--- config.mk ---
export PLATFORM = sky130hd
export DESIGN_NAME = bsg_hypotenuse_feeder
export DESIGN_NICKNAME = d
export VERILOG_FILES = /design/src/rtl/bsg_hypotenuse_feeder.sv
export SDC_FILE = /design/constraint.sdc
export NUM_CORES = 1
export LEC_CHECK = 0
export CORE_AREA = 5 5 223 117
export CTS_CLUSTER_DIAMETER = 40
export DETAILED_ROUTE_END_ITERATION = 12
export DIE_AREA = 0 0 228 122
export PLACE_DENSITY_LB_ADDON = 0.12
export SYNTH_ARGS = -nofsm -noshare
export SYNTH_HDL_FRONTEND = slang
export SYNTH_SLANG_ARGS = --single-unit
--- constraint.sdc ---
create_clock -name clk_i -period 2.8 [get_ports clk_i]
set_input_delay 0.7 -clock clk_i [delete_from_list [all_inputs] [get_ports clk_i]]
set_output_delay 0.7 -clock clk_i [all_outputs]
set_load 0.05 [all_outputs]
--- src/rtl/bsg_hypotenuse_feeder.sv ---
// bsg_hypotenuse_feeder: front end and result buffer for bsg_hypotenuse.
// Converts signed samples to magnitudes, tracks them through the fixed-latency
// hypotenuse pipeline, and buffers the results behind credit-based admission.
// Optional tag sideband is enabled with `define BSG_HYPOTENUSE_FEEDER_TAG_EN.
module bsg_hypotenuse_feeder #(
  parameter int width_p   = 12,
  parameter int latency_p = 16,
  parameter int els_p     = 18
`ifdef BSG_HYPOTENUSE_FEEDER_TAG_EN
  , parameter int tag_width_p = 4
`endif
) (
  input  logic               clk_i,
  input  logic               reset_n_i,
  input  logic               v_i,
  input  logic [width_p-1:0] x_i,
  input  logic [width_p-1:0] y_i,
  output logic               ready_o,
  output logic [width_p-1:0] hyp_x_o,
  output logic [width_p-1:0] hyp_y_o,
  input  logic [width_p:0]   hyp_i,
  output logic               v_o,
  output logic [width_p:0]   data_o,
  input  logic               yumi_i
`ifdef BSG_HYPOTENUSE_FEEDER_TAG_EN
  , input  logic [tag_width_p-1:0] tag_i
  , output logic [tag_width_p-1:0] tag_o
`endif
);

  localparam int PtrW = (els_p > 1) ? $clog2(els_p) : 1;
  localparam int CntW = $clog2(els_p + 1);
  localparam logic [PtrW-1:0] LastPtr = PtrW'(els_p - 1);
  localparam logic [CntW-1:0] Full    = CntW'(els_p);

  logic [CntW-1:0]    r_credits;
  logic [width_p-1:0] r_hypX;
  logic [width_p-1:0] r_hypY;
  logic [latency_p:0] r_validLine;
  logic [width_p:0]   r_mem [els_p];
  logic [PtrW-1:0]    r_wrPtr;
  logic [PtrW-1:0]    r_rdPtr;
  logic [CntW-1:0]    r_count;

  logic               w_accept;
  logic               w_push;
  logic               w_pop;
  logic [width_p-1:0] w_absX;
  logic [width_p-1:0] w_absY;

  function automatic logic [PtrW-1:0] nextPtr(input logic [PtrW-1:0] p);
    return (p == LastPtr) ? '0 : p + PtrW'(1);
  endfunction

  assign ready_o  = (r_credits != '0);
  assign v_o      = (r_count != '0);
  assign w_accept = v_i & ready_o;
  assign w_pop    = yumi_i & v_o;
  assign w_push   = r_validLine[latency_p];
  assign w_absX   = x_i[width_p-1] ? (-x_i) : x_i;
  assign w_absY   = y_i[width_p-1] ? (-y_i) : y_i;
  assign hyp_x_o  = r_hypX;
  assign hyp_y_o  = r_hypY;
  assign data_o   = v_o ? r_mem[r_rdPtr] : '0;

  // Credits track free FIFO slots minus results still inside the hypotenuse pipeline.
  always_ff @(posedge clk_i) begin
    if (!reset_n_i) begin
      r_credits <= Full;
    end else begin
      case ({w_accept, w_pop})
        2'b10:   r_credits <= r_credits - CntW'(1);
        2'b01:   r_credits <= r_credits + CntW'(1);
        default: r_credits <= r_credits;
      endcase
    end
  end

  // Magnitudes are latched on accept and held otherwise; the most negative input maps exactly.
  always_ff @(posedge clk_i) begin
    if (!reset_n_i) begin
      r_hypX <= '0;
      r_hypY <= '0;
    end else if (w_accept) begin
      r_hypX <= w_absX;
      r_hypY <= w_absY;
    end
  end

  // Valid bits walk beside the hypotenuse pipeline; the last stage qualifies hyp_i.
  always_ff @(posedge clk_i) begin
    if (!reset_n_i) begin
      r_validLine <= '0;
    end else begin
      r_validLine <= {r_validLine[latency_p-1:0], w_accept};
    end
  end

  // FIFO pointers and occupancy; simultaneous push and pop leaves occupancy unchanged.
  always_ff @(posedge clk_i) begin
    if (!reset_n_i) begin
      r_wrPtr <= '0;
      r_rdPtr <= '0;
      r_count <= '0;
    end else begin
      if (w_push) r_wrPtr <= nextPtr(r_wrPtr);
      if (w_pop)  r_rdPtr <= nextPtr(r_rdPtr);
      case ({w_push, w_pop})
        2'b10:   r_count <= r_count + CntW'(1);
        2'b01:   r_count <= r_count - CntW'(1);
        default: r_count <= r_count;
      endcase
    end
  end

  // Result storage needs no reset; data_o is masked while the FIFO is empty.
  always_ff @(posedge clk_i) begin
    if (w_push) begin
      r_mem[r_wrPtr] <= hyp_i;
    end
  end

`ifdef BSG_HYPOTENUSE_FEEDER_TAG_EN
  logic [tag_width_p-1:0] r_tagLine [latency_p+1];
  logic [tag_width_p-1:0] r_tagMem  [els_p];

  assign tag_o = v_o ? r_tagMem[r_rdPtr] : '0;

  // Tags ride a delay line parallel to the valid bits; validity comes from r_validLine.
  always_ff @(posedge clk_i) begin
    r_tagLine[0] <= tag_i;
    for (int i = 1; i <= latency_p; i++) begin
      r_tagLine[i] <= r_tagLine[i-1];
    end
  end

  // Each tag is stored in the slot of the result it belongs to.
  always_ff @(posedge clk_i) begin
    if (w_push) begin
      r_tagMem[r_wrPtr] <= r_tagLine[latency_p];
    end
  end
`endif

  // Popping an empty FIFO or pushing into a full one indicates a broken upstream contract.
  always_ff @(posedge clk_i) begin
    if (reset_n_i) begin
      assert (!(yumi_i && !v_o));
      assert (!(w_push && (r_count == Full) && !w_pop));
    end
  end

endmodule
After elaboration in Yosys (flattened, before gate mapping)
Memory sizes are Yosys's and may differ from the RTL's. A register that Yosys moved wholly into a read port is not among the register bits.
Index checks and enable logic that the tools add are counted.

cells by class
  add/subtract/negate cells = 8
  equality and inequality tests = 6
  muxes and demuxes = 11
  bitwise operators = 2
  reduce and logical (&&, ||, !) cells = 4

operators with widths
  cell                                                  number
  two-way mux 12 bit                                    2
  negator 12 bit                                        2
  adder 5 x 1 -> 5 bit (second input constant)          4
  two-way mux 5 bit                                     4
  case mux 5 bit (2 select lines)                       2
  two-way mux 13 bit                                    1
  equality test 5 bit (second input constant)           2
  nonzero test 5 bit                                    2
  subtractor 5 x 1 -> 5 bit (second input constant)     2
  equality test 2 x 1 -> 1 bit (second input constant)  2
  equality test 2 bit (second input constant)           2
  nonzero test 2 bit                                    2
  bitwise AND 1 bit                                     2
  two-way mux 1 bit                                     2

storage, ports and cells
  register bits = 61
  RAM bits = 234
  bits of input ports = 41
  output and inout bits = 39
  word-level logic and storage cells = 39
  memories kept = 1

memories
  memory  depth  bits a word  rd ports  clocked after Yosys merged registers in  write ports  RTL line  RTL
  r_mem   18     13           1         1                                        1            40        logic [width_p:0] r_mem [els_p];

Depth between registers and ports, before layout
Gate-level depths: netlist of run 1.

  word-level depth = 4
  mapped depth = 13
  mapped depth without buffers = 10

Least setup slack after synthesis of run 1
OpenSTA, ideal clock, no wires.

  path type = reg2reg
  start = reg r_count[1]
  end = reg r_credits[4]
  setup time = 121 ps
  data arrival time = 2786 ps
  required time = 2679 ps
  slack = -107 ps
  stages on the path, launching flop included = 13
  path buffers = 2
  clock period less this slack = 2907 ps
  path through = dfxtp_1 > buf_6 > or4_4 > buf_6 > o21ai_2 > inv_1 > ha_1 > inv_1 > ha_1 > a21o_1 > a21oi_1 > mux2i_1 > mux2_2

on the way
  cells in the longest elaborated chain, start to end = 4
  elaborated cells between the ends (all ways) = 6
  those cells by class = 2 x eq/ne; 1 x mux; 1 x bitwise; 2 x reduce/logical

ends and longest elaborated chain
  what                                                                   RTL line  RTL
  start: declaration                                                     43        logic [CntW-1:0] r_count;
  start signal: assignment                                               109       2'b10: r_count <= r_count + CntW'(1);
  start signal: assignment                                               110       2'b01: r_count <= r_count - CntW'(1);
  start signal: assignment                                               111       default: r_count <= r_count;
  nonzero test 5 bit (*)                                                 56        assign v_o = (r_count != '0);
  bitwise AND 1 bit (*)                                                  58        assign w_pop = yumi_i & v_o;
  equality test 2 x 1 -> 1 bit or equality test 2 bit (tied branches)    71        case ({w_accept, w_pop})
  case mux 5 bit (2 select lines) or nonzero test 2 bit (tied branches)  --
  end signal: assignment                                                 72        2'b10: r_credits <= r_credits - CntW'(1);
  end signal: assignment                                                 73        2'b01: r_credits <= r_credits + CntW'(1);
  end signal: assignment                                                 74        default: r_credits <= r_credits;
  end: declaration                                                       36        logic [CntW-1:0] r_credits;

Mark *: on every way between the ends. The rest lies on a longest branch, timed or not.
A chain may end at the register's enable or synchronous reset.

Final worst setup path of run 1
  start = reg r_count[1]
  end = out data_o[2]

on the way
  cells in the longest elaborated chain, start to end = 2

ends and longest elaborated chain
  what                RTL line  RTL
  nonzero test 5 bit  56
  two-way mux 13 bit  64        assign data_o = v_o ? r_mem[r_rdPtr] : '0;
  end: declaration    23        output logic [width_p:0] data_o,

No other way between the ends.

==> summary.md, run 1 <==
| Metric | Value |
|---|---|
| Final Skew | `0.0185 ns` |
| Max-slew violation count | `0` |
| Final Hold Violating Endpoints | `0` |
| Root Buffer | `clkbuf_16` |
| Footprint of the multi-input gates | `4310 um^2` |
| Worst VDD drop | `508 uV` |
| Max_slew headroom | `0.373` |
| Global route overflow | `0` |
| Final Cycle Share | `1.11` |
| Syn Nets | `877` |
| Die height | `122 um` |
| Setup slack after layout | `-0.310 ns` |
| Post-synth top area cell | `edfxtp_1` |
| Flops & latches, synth | `300` |
| Port Buffers | `79` |
| Initial antenna violation count | `0` |
| Core Area | `24,300 um^2` |
| Sequential area share after synthesis | `0.672` |
| Vias per cell | `5.77` |
| Top cells by area, synth | `edfxtp_1 (57%), dfxtp_1 (11%), mux2i_1 (5.8%)` |
| Crit-path cells | `or4_4, buf_6, o21a_4, o211ai_1, a31oi_4, buf_6` |
| Die area | `27,800 um^2` |
| Routed Antenna Nets | `0` |
| Asr flop ratio synth | `0` |
| WP data arrival | `2.41 ns` |
| Placement Setup Slack | `-0.334 ns` |
| Fill cell count | `1,667` |
| Total track usage | `0.221` |
| Hold_buf cts | `0` |
| HPWL Detailed | `20.2 mm` |
| Power density cells | `762 nW/um^2` |
| Drc violations | `0` |
| Leakage | `5.27 nW` |
| Pin count of the biggest net entering global routing | `44` |
| Clock Latency Late Sink | `0.51 ns` |
| CTS Buf Count | `34` |
| Ys flop type | `edfxtp_1` |
| Vias in the first global route | `7,619` |
| Critical-path top delay cell | `or4_4` |
| Reg area | `8360 um^2` |
| Post-synth EDFFs | `234` |
| Final #Nets | `1,036` |
| Max Cap Violations | `0` |
| Startpoint types | `flop` |
| CTS tree | `done` |
| Most frequent CP cell | `buf_6` |
| Cell family with most CP delay | `compound AO/OA/AOI/OAI gates` |
| I/O pins | `80` |
| Hold Crit Class | `flop to flop` |
| Total Power | `12.1 mW` |
| Post-Syn Instances | `819` |
| Drt pass-1 iters | `5` |
| WL/cell | `23.6 um` |
| P&R area growth vs syn | `28.3%` |
| Die W | `228 um` |
| RSZ-0062 raised after global routing | `yes` |
| Final GP Congestion | `0.809` |
| # diodes | `0` |
| Post-synth top area share | `0.566` |
| Setup Total Neg Slack | `-2.99 ns` |
| FP Rows | `41` |
| Iteration-0 DRC Markers | `883` |
| Mean Syn Cell Area | `15.2 um^2` |
| Yosys Warn Count | `0` |
| Initial Utilization | `0.512` |
| Fmax | `322 MHz` |
| Worst Tran Pin Value | `0.940 ns` |
| Routed Wire Length | `31.3 mm` |
| Clock Path Buffers | `3` |
| Yosys cell types | `60` |
| TritonCTS Sinks | `300` |
| Critical path's largest stage delay | `0.55 ns` |
| WP buf/inv | `2` |
| CP endpoint kind | `output port` |
| Final setup fails | `16` |
| Worst-path clk slew | `0.06 ns` |
| Status | `complete, but fails checks` |
| Worst EP required | `2.10 ns` |
| Mapped Area | `12,400 um^2` |
| CP Max Fanout | `5` |
| H-tree levels | `2` |
| First-pass GRT wire length | `46.4 mm` |
| Via count | `7,641` |
| Post-layout minimum cycle time | `3.11 ns` |
| Violated checks | `negative setup slack` |
| Kind of critical path | `flop to output port` |
| Layout cells sized above 1 | `0.287` |
## cell usage in the layout, fill, tap and decap left out, drive strengths merged, types with 6 or more instances in the layout
cell and n:
nand3 23, o21ai 15, nand2b 25, clkinv 7, xor2 26, a22oi 24
clkdlybuf4s50 64, nand2 23, clkbuf 41, and2 37, buf 104, o211ai 13
mux4 25, nor3 10, mux2i 72, a211oi 11, inv 22, a21oi 25
or3 6, edfxtp 234, a31oi 13, ha 16, nor2b 6, nor2 31
o31ai 6, dfxtp 66
## final timing paths
kind                    end  slack (ns)  depth (start not counted)           start
max               data_o[2]       -0.31                          6      r_count[1]
min          r_validLine[1]        0.43                          1  r_validLine[0]
max reg2reg    r_credits[4]       -0.04                         13      r_count[1]
min reg2reg  r_validLine[1]        0.43                          1  r_validLine[0]
## layout make-up
class | instances | share of cell area
Sequential cell | 300 | 0.525
Tap cell | 322 | 0.0253
Timing Repair Buffer | 170 | 0.105
Clock inverter | 20 | 0.0134
Clock buffer | 40 | 0.0561
Multi-Input combinational cell | 455 | 0.271
Inverter | 17 | 0.00448
## routing by layer
| metal | wire length [um] | GRT usage | up-vias |
|---|---|---|---|
| met1 | 14500 | 0.341 | 3856 |
| met2 | 13600 | 0.329 | 293 |
| met4 | 327 | 0.0427 | 0 |
| met3 | 2860 | 0.0484 | 30 |
| met5 | 0 | 0 | - |
| li1 | - | - | 3462 |
## sequential cells by signal, indices dropped and copies added (netlist names), named ones only
name	count
r_mem	234
hyp_y_o	12
r_rdPtr	5
r_credits	5
r_wrPtr	5
r_count	5
hyp_x_o	12
r_validLine	17
## power breakdown
part	total (mW)	leakage [nW]	internal [mW]	switching, mW
logic	2.78	2.11	1.30	1.48
clock network	4.41	0.526	2.60	1.81
registers	4.96	2.64	4.88	0.0788
## stage by stage
stage	instances	area, um^2	hold slack [ns]	utilization
after floorplan	819	12500	0.406	-
after global placement	1233	14000	0.412	0.575
after detailed placement	1233	14000	0.417	0.575
after CTS	1312	15500	0.432	0.639
after global routing	1324	15900	0.444	0.657
final	1324	15900	0.429	0.657
## synthesized netlist by cell type (7+ instances only)
master	n
and2_1	37
mux4_2	25
nand2_1	23
nor2_1	31
o211ai_1	7
edfxtp_1	234
a21oi_1	25
o21ai_1	8
a31oi_1	13
nand2b_1	24
nor3_1	10
buf_6	7
buf_2	9
a22oi_1	24
clkbuf_1	22
buf_4	7
xor2_1	26
a211oi_2	11
mux2i_1	72
inv_1	15
nand3_1	23
dfxtp_1	66
ha_1	16
## worst reg2reg max path: stages, from the launching register on
cell and delay, ns:
dfxtp_2 0.32, or4_4 0.55, buf_6 0.14, buf_6 0.11
buf_6 0.11, o21ai_4 0.16, inv_2 0.08, ha_4 0.18
inv_6 0.07, ha_4 0.20, a21o_1 0.17, a21oi_2 0.13
mux2i_1 0.20, mux2_2 0.35
## logic make-up after synthesis
group,after synthesis,synth area share
multiplexers,98,0.104
adder cells (fa/ha/maj),17,0.0177
buffers and inverters,64,0.0266
AND/OR/NAND/NOR,183,0.0807
AO/OA/AOI/OAI,127,0.0775
flip-flops,300,0.672
XOR/XNOR,30,0.0212
## timing repair
item | CTS | global route
buffers inserted | 18 | 11
pin swaps | 11 | 31
endpoints found under the setup margin | 14 | 18
resized for setup | 56 | 55
cloned | 1 | 1
No activity file was read; power rests on OpenSTA's default activity.
==> inputs of run 2 (changes only) <==
--- a/config.mk
+++ b/config.mk
@@ -10,6 +10,7 @@
 export DETAILED_ROUTE_END_ITERATION = 12
 export DIE_AREA = 0 0 228 122
 export PLACE_DENSITY_LB_ADDON = 0.12
+export SLEW_MARGIN = 20
 export SYNTH_ARGS = -nofsm -noshare
 export SYNTH_HDL_FRONTEND = slang
 export SYNTH_SLANG_ARGS = --single-unit
==> results of run 2 <==
The final DEF is identical to that of run 1; final timing and power are the same.
